**src/rtl/snake_pkg.sv**
```systemverilog
// Shared types and default screen geometry for the Snake VGA game-flow logic.
package snake_pkg;

  localparam int unsigned SCREEN_W      = 160;
  localparam int unsigned SCREEN_H      = 120;
  localparam int unsigned SCREEN_PIXELS = SCREEN_W * SCREEN_H;

  typedef enum logic [2:0] {
    TITLE,
    CLEAR,
    PLAY,
    PAUSE,
    FLASH,
    GAMEOVER
  } flow_state_t;

  function automatic int unsigned max_u(input int unsigned a, input int unsigned b);
    return (a > b) ? a : b;
  endfunction

endpackage

```
**src/rtl/key_edge.sv**
```systemverilog
// Two-flop synchroniser for an active-low push key plus a registered one-cycle
// press pulse on the synchronised falling edge.
module key_edge (
  input  logic clk,
  input  logic rst,
  input  logic key_n,
  output logic press
);

  // sync[0..1] synchronise; sync[2] holds the previous synchronised level
  logic [2:0] sync;

  always_ff @(posedge clk or negedge rst) begin
    if (!rst) begin
      sync  <= 3'b111;
      press <= 1'b0;
    end else begin
      sync  <= {sync[1:0], key_n};
      press <= sync[2] & ~sync[1];
    end
  end

endmodule

```
**src/rtl/snake_flow_ctrl.sv**
```systemverilog
// Snake game-flow sequencer: title, clear, play, death flash, game over, with a
// multi-life respawn loop. Define PAUSE_EN to let the key toggle PLAY/PAUSE.
module snake_flow_ctrl
  import snake_pkg::*;
#(
  parameter int unsigned CLEAR_CYCLES = SCREEN_PIXELS,
  parameter int unsigned FLASH_CYCLES = SCREEN_PIXELS,
  parameter int unsigned LIVES        = 3,
  localparam int unsigned MAX_CYC     = max_u(CLEAR_CYCLES, FLASH_CYCLES),
  localparam int unsigned CNT_W       = (MAX_CYC > 1) ? $clog2(MAX_CYC) : 1,
  localparam int unsigned LIVES_W     = $clog2(LIVES + 1)
) (
  input  logic               clk,
  input  logic               rst,
  input  logic               start_n,
  input  logic               is_dead,
  output logic               show_title,
  output logic               draw_black,
  output logic               draw_red,
  output logic               show_game_over,
  output logic               go,
  output logic [CNT_W-1:0]   fill_idx,
  output logic [LIVES_W-1:0] lives_left
);

  logic        press;
  logic        clear_done;
  logic        flash_done;
  logic        no_lives;
  flow_state_t state;
  flow_state_t state_nxt;

  key_edge u_key_edge (
    .clk   (clk),
    .rst   (rst),
    .key_n (start_n),
    .press (press)
  );

  function automatic flow_state_t next_state(
    input flow_state_t s,
    input logic        prs,
    input logic        dead,
    input logic        clr_done,
    input logic        fl_done,
    input logic        empty
  );
    flow_state_t n;
    n = s;
    case (s)
      TITLE:    if (prs) n = CLEAR;
      CLEAR:    if (clr_done) n = PLAY;
      // death outranks a same-cycle key press
      PLAY: begin
        if (dead) n = FLASH;
`ifdef PAUSE_EN
        else if (prs) n = PAUSE;
`endif
      end
`ifdef PAUSE_EN
      PAUSE:    if (prs) n = PLAY;
`endif
      FLASH:    if (fl_done) n = empty ? GAMEOVER : CLEAR;
      GAMEOVER: if (prs) n = TITLE;
      default:  n = TITLE;
    endcase
    return n;
  endfunction

  assign clear_done = (fill_idx == CNT_W'(CLEAR_CYCLES - 1));
  assign flash_done = (fill_idx == CNT_W'(FLASH_CYCLES - 1));
  assign no_lives   = (lives_left == '0);
  assign state_nxt  = next_state(state, press, is_dead, clear_done, flash_done, no_lives);

  // State, fill counter, lives and Moore outputs all registered off state_nxt
  always_ff @(posedge clk or negedge rst) begin
    if (!rst) begin
      state          <= TITLE;
      fill_idx       <= '0;
      lives_left     <= LIVES_W'(LIVES);
      show_title     <= 1'b1;
      draw_black     <= 1'b0;
      draw_red       <= 1'b0;
      show_game_over <= 1'b0;
      go             <= 1'b0;
    end else begin
      state <= state_nxt;

      if ((state_nxt == state) && ((state == CLEAR) || (state == FLASH)))
        fill_idx <= fill_idx + CNT_W'(1);
      else
        fill_idx <= '0;

      if ((state == TITLE) && (state_nxt == CLEAR))
        lives_left <= LIVES_W'(LIVES);
      else if ((state == PLAY) && (state_nxt == FLASH))
        lives_left <= lives_left - LIVES_W'(1);

      show_title     <= (state_nxt == TITLE);
      draw_black     <= (state_nxt == CLEAR);
      draw_red       <= (state_nxt == FLASH);
      show_game_over <= (state_nxt == GAMEOVER);
      go             <= (state_nxt == PLAY);
    end
  end

endmodule

```
**config.mk**
```make
export PLATFORM = sky130hd
export DESIGN_NAME = snake_flow_ctrl
export DESIGN_NICKNAME = d
export VERILOG_FILES = /design/src/rtl/snake_pkg.sv /design/src/rtl/key_edge.sv /design/src/rtl/snake_flow_ctrl.sv
export SDC_FILE = /design/constraint.sdc
export NUM_CORES = 1
export LEC_CHECK = 0
export CAP_MARGIN = 5
export CORE_MARGIN = 2
export CORE_UTILIZATION = 50
export CTS_CLUSTER_DIAMETER = 30
export DETAILED_ROUTE_END_ITERATION = 10
export PLACE_DENSITY = 0.78
export SYNTH_ARGS = -nofsm -noshare
export SYNTH_HDL_FRONTEND = slang
export SYNTH_SLANG_ARGS = --single-unit
```
**constraint.sdc**
```tcl
create_clock -name clk -period 2.6 [get_ports clk]
set_input_delay 0.26 -clock clk [delete_from_list [all_inputs] [get_ports clk]]
set_output_delay 0.26 -clock clk [all_outputs]
set_load 0.01 [all_outputs]
```
==> flow_summary.yaml, run 1 <==
finish:
  fillerInstances: 213
  multi_input_area_um2: 561
  layout.nets: 164
  fin_cells: 189
  regArea_um2: 733
  syn_to_final_growth_pct: 24.8
  layout-drive-gt1-share_pct: 10.7
  antenna_cells: 0
grt:
  antenna_found_initial: 0
  grt_pass1_vias: 982
  grt_max_degree: 30
  grt.total_usage_pct: 18.9
  grt_overflow: 0
  grt_pass1_wl_um: 4530
worst_setup_path:
  critPathMaxStageDelay_ps: 560
  cp.arrival_ps: 2350
  required_ps: 2830
  path_class: "reg -> reg"
  rr_worst_depth: 6
  path_depth: 6
  crit_chain: "inv_1, ha_1, or4b_1, or4_1, a31o_1, and2_1"
  start_kind: "flip-flop"
  rrSetupSlack_ps: 480
  cp_num_buf_inv: 1
  crit_fanout: 5
  cp_slowest_cell: "dfstp_2"
  crit_family: "simple AND/OR/NAND/NOR gates"
  endpoint_kind: "flip-flop"
timing:
  finClkSkew_ps: 15.4
  clock.fmax_mhz: 472
  worst_slew_pin_slew_ps: 496
  fin_crit_sh_pct: 81.5
  rsz0062_at_grt: "no"
  timing.final.max_slew_violations: 0
  fin_tns_setup_ps: 0
  period_minus_slack_ps: 2120
  slew_headroom_pct: 66.9
  setup_viol: 0
  hold_violations: 0
synth:
  synth_mux_area_share_pct: 0.746
  yosysSeqAreaShare_pct: 54.7
  ys_types: 35
  synth-xor-area-share_pct: 9.14
  yosysMostFrequentCell: "nor2_1"
  yosys.area_share.adder_pct: 1.87
  synth_area_leader_cell: "dfrtp_1"
  async_flop_share_pct: 100
  synth_top_family_by_area: "simple AND/OR/NAND/NOR gates"
  synth_top_cells_by_count: "nor2_1, dfrtp_1, xnor2_1"
  synthTopCellsByArea: "dfrtp_1, dfstp_2, nor2_1, xnor2_1, xor2_1"
  synth-main-ff-cell: "dfrtp_1"
  yosys.area.top_type_share_pct: 42.9
  syn_nets: 136
  synth-edff-count: 0
  synth_seq_cells: 29
  postSynthAreaPerCell_um2: 10.3
  syn_inst: 130
  synthSimpleGateAreaFrac_pct: 24.3
  synth_compound_area_share_pct: 5.69
  yosys_warnings: 0
  syn-cell-area_um2: 1340
route:
  drcViolationCount: 0
  via_per_inst: 5.39
  drt_wl_total_um: 2510
  avgRoutedWirePerCell_um: 13.3
  drtIter0Drc: 22
  vias: 1018
  ant_nets: 0
  drt-pass1-iter-count: 4
placed_design:
  place_congestion: 0.762
  dp_cells: 181
  portBuffers: 25
  hpwl_um: 1720
clock_network:
  ctsHoldBuffers: 0
  cts_resized: 0
  clk_pin_slew_ps: 100
  clock_sinks: 29
  numCtsBuffers: 5
  cts-root-buf: "clkbuf_4"
  cts_tree: "done"
  post_cts_buffers: 0
  clock_latency_ps: 340
  cts_buffer_depth: 2
  htreeDepth: 2
die:
  start_util_pct: 53.7
  die_w_um: 55.8
  core_um2: 2500
  dieArea_um2: 3110
  rows: 18
  io_pins: 26
  die_y_um: 55.8
pwr:
  power_uw: 1190
  power_density_nw_per_um2: 709
  p_leak_uw: 0.000714
  vdd_drop_max_mv: 0.543
outcome:
  status: "finished clean"
worst_hold_path:
  hold_path_class: "in -> async"
run:
  max-cap-violations: 0
[sequential cells by signal, indices dropped and copies added (netlist names)]
name / count
fill_idx: 15
state: 3
u_key_edge.press: 1
lives_left: 2
show_title: 1
go: 1
draw_red: 1
u_key_edge.sync: 3
draw_black: 1
show_game_over: 1
[power breakdown]
part | internal, µW | switching (µW)
clock network | 133 | 158
registers | 519 | 77.8
logic | 163 | 136
[final timing paths]
path	startpoint	to
hold reg to reg	u_key_edge.sync[0]	u_key_edge.sync[1]
hold / removal	rst	draw_black
max in group asynchronous	rst	u_key_edge.sync[0]
setup / recovery	lives_left[0]	draw_red
setup reg to reg	lives_left[0]	draw_red
min in group clk	start_n	u_key_edge.sync[0]
[kinds of logic after synthesis]
logic type	after synthesis
flip-flops	29
AND/OR/NAND/NOR	60
AO/OA/AOI/OAI	12
buffers and inverters	12
XOR/XNOR	14
multiplexers	1
adder cells (fa/ha/maj)	2
[stage by stage]
stage | worst slack, ps | util [%] | instance area [µm²] | hold slack, ps
after global routing | 378 | 67.0 | 1670 | 330
after floorplan | 494 | - | 1340 | -35.6
after global placement | 497 | 64.6 | 1620 | 347
final | 481 | 67.0 | 1670 | 289
after CTS | 477 | 67.0 | 1670 | 295
after detailed placement | 487 | 64.6 | 1620 | 348
[layout by cell type (no fill, tap or decap), types with 3 or more instances in the layout]
master,synthesis,final
xor2_1,5,5
dfrtp_1,23,23
nor3_1,3,3
nor2_1,25,25
a21oi_1,3,3
inv_1,7,7
clkdlybuf4s50_1,0,25
nand3_1,6,6
o21ai_0,3,3
nand2_1,3,3
xnor2_1,9,9
nand4_1,4,4
dfstp_2,6,6
clkbuf_4,0,5
[layout make-up]
class	count	area share (%)
multi-input cells	89	33.5
well taps	30	2.24
inverters	7	1.57
flip-flops and latches	29	43.8
repair buffers	26	15.4
clock buffers	8	3.51
[layer usage]
layer / vias to the layer above / track usage (%) / routed length (µm)
li1: 501 / - / -
met1: 486 / 24.8 / 1180
met2: 24 / 27.6 / 1130
met3: 7 / 5.35 / 131
met4: 0 / 11.5 / 68
met5: - / 0 / 0
(Power assumes the default switching activity.)
==> inputs of run 2 (changes only) <==
- clock period: 2.6 -> 2.1 ns (I/O delays scaled with it)
==> run 2 against run 1 <==
Effect of this change:
- non-clock buffer count is 6 higher
- worst hold slack worse by 35 ps
- sequential share of layout area is 1.2 points lower
==> flow_summary.yaml, run 2 (synthesized netlist as in run 1, its figures left out) <==
worst_setup_path:
  required_ps: 2330
  cp_slowest_cell: "dfstp_2"
  cp_num_buf_inv: 1
  crit_family: "simple AND/OR/NAND/NOR gates"
  rr_worst_depth: 6
  endpoint_kind: "flip-flop"
  start_kind: "flip-flop"
  crit_fanout: 2
  timing.rr.start: "lives_left[0]"
  path_class: "reg -> reg"
  critPathMaxStageDelay_ps: 550
  rrSetupSlack_ps: 40
  crit_chain: "inv_2, ha_2, or4b_1, or4_4, a31o_1, and2_1"
  reg2reg_to: "draw_red"
  cp.arrival_ps: 2290
die:
  dieArea_um2: 3110
  start_util_pct: 53.7
  die_y_um: 55.8
  die_w_um: 55.8
  rows: 18
  io_pins: 26
  core_um2: 2500
grt:
  grt_overflow: 0
  grt_pass1_wl_um: 4570
  grt.total_usage_pct: 18.7
  grt_max_degree: 30
  grt_pass1_vias: 1079
  antenna_found_initial: 0
clock_network:
  numCtsBuffers: 5
  clk_pin_slew_ps: 90
  ctsHoldBuffers: 0
  clock_sinks: 29
  cts_tree: "done"
  post_cts_buffers: 0
  clock_latency_ps: 330
  htreeDepth: 2
  cts_buffer_depth: 2
  cts-root-buf: "clkbuf_4"
timing:
  finClkSkew_ps: 11.7
  period_minus_slack_ps: 2060
  rsz0062_at_grt: "yes"
  slew_headroom_pct: 73.9
  setup_viol: 0
  worst_slew_pin_slew_ps: 389
  hold_violations: 0
  timing.final.max_slew_violations: 0
  fin_crit_sh_pct: 98.1
  clock.fmax_mhz: 485
route:
  routed-wl-met3_um: 128
  via_per_inst: 5.49
  drt-pass1-iter-count: 4
  drt_wl_total_um: 2650
  wl_met2_um: 1260
  routed.top_layer: "met4"
  vias: 1071
  ant_nets: 0
  drtIter0Drc: 20
  wl_met1_um: 1230
  drcViolationCount: 0
  avgRoutedWirePerCell_um: 13.6
outcome:
  status: "finished clean"
run:
  max-cap-violations: 0
placed_design:
  dp_cells: 187
  place_congestion: 0.828
  portBuffers: 25
  hpwl_um: 1860
finish:
  fillerInstances: 197
  layout_common_cells: "nor2_1, clkdlybuf4s50_1, dfrtp_1, xnor2_1, buf_4"
  utilization_pct: 68.9
  syn_to_final_growth_pct: 28.4
  largest_reg_flops: 15
  layout.nets: 170
  layout-drive-gt1-share_pct: 17.6
  antenna_cells: 0
  fin_cells: 195
  regMostFlops: "fill_idx"
  top_regs: "fill_idx: 15 flops, state: 3 flops, u_key_edge.sync: 3 flops"
pwr:
  power_density_nw_per_um2: 849
  vdd_drop_max_mv: 0.652
  p_leak_uw: 0.000735
worst_hold_path:
  hold_path_class: "in -> async"
## run 2: changes by cell type in the layout (fill, tap and decap cells not counted), sizes merged
cell,before,now
buf,1,7
clkbuf,8,5
clkinv,0,2
clkinvlp,0,1
## run 2: worst max path at each step
stage	cells past startpoint	slack [ps]	start	end
3_3_place_gp	6	40	lives_left[0]	draw_red
3_5_place_dp	6	10	lives_left[0]	draw_red
2_1_floorplan	6	-6	lives_left[0]	draw_red
4_1_cts	6	2	lives_left[0]	draw_red
6_report	6	40	lives_left[0]	draw_red
5_1_grt	6	-20	lives_left[0]	draw_red
## run 2: final cells by class
class	instances	area [µm²]	share of cell area (%)
multi-input combinational	89	567	32.9
timing repair buffer	32	303	17.6
sequential	29	733	42.6
tap	30	37.5	2.18
clock buffer	5	37.5	2.18
clock inverter	3	17.5	1.02
inverter	7	26.3	1.53
## run 2: stage by stage
stage | cell area (µm²) | total power [µW] | hold WS, ps | setup slack, ps | setup TNS (ps)
4_1_cts | 1720 | 1470 | 256 | 1.62 | 0
5_1_grt | 1720 | 1550 | 288 | -24.2 | -35.3
2_1_floorplan | 1340 | 917 | -85.6 | -6.01 | -6.01
3_5_place_dp | 1660 | 1140 | 352 | 13.6 | 0
6_report | 1720 | 1460 | 253 | 40.1 | 0
3_3_place_gp | 1660 | 1120 | 348 | 40.5 | 0
## run 2: power breakdown
| group | internal, µW | switching [µW] | leakage (µW) |
|---|---|---|---|
| combinational | 218 | 176 | 0.000344 |
| sequential | 642 | 96.5 | 0.000360 |
| clock | 126 | 203 | 0.0000310 |
## run 2: repair_timing
action                     in CTS  in global routing
pin swaps                       0                  1
hold endpoints to repair        0                  0
setup endpoints to repair       1                  2
gates resized for setup         1                  3
## run 2: layer usage
metal	GRT usage (%)	vias up
met5	0	-
met4	6.62	0
met3	5.35	4
met2	31.1	29
met1	23.1	527
li1	-	511
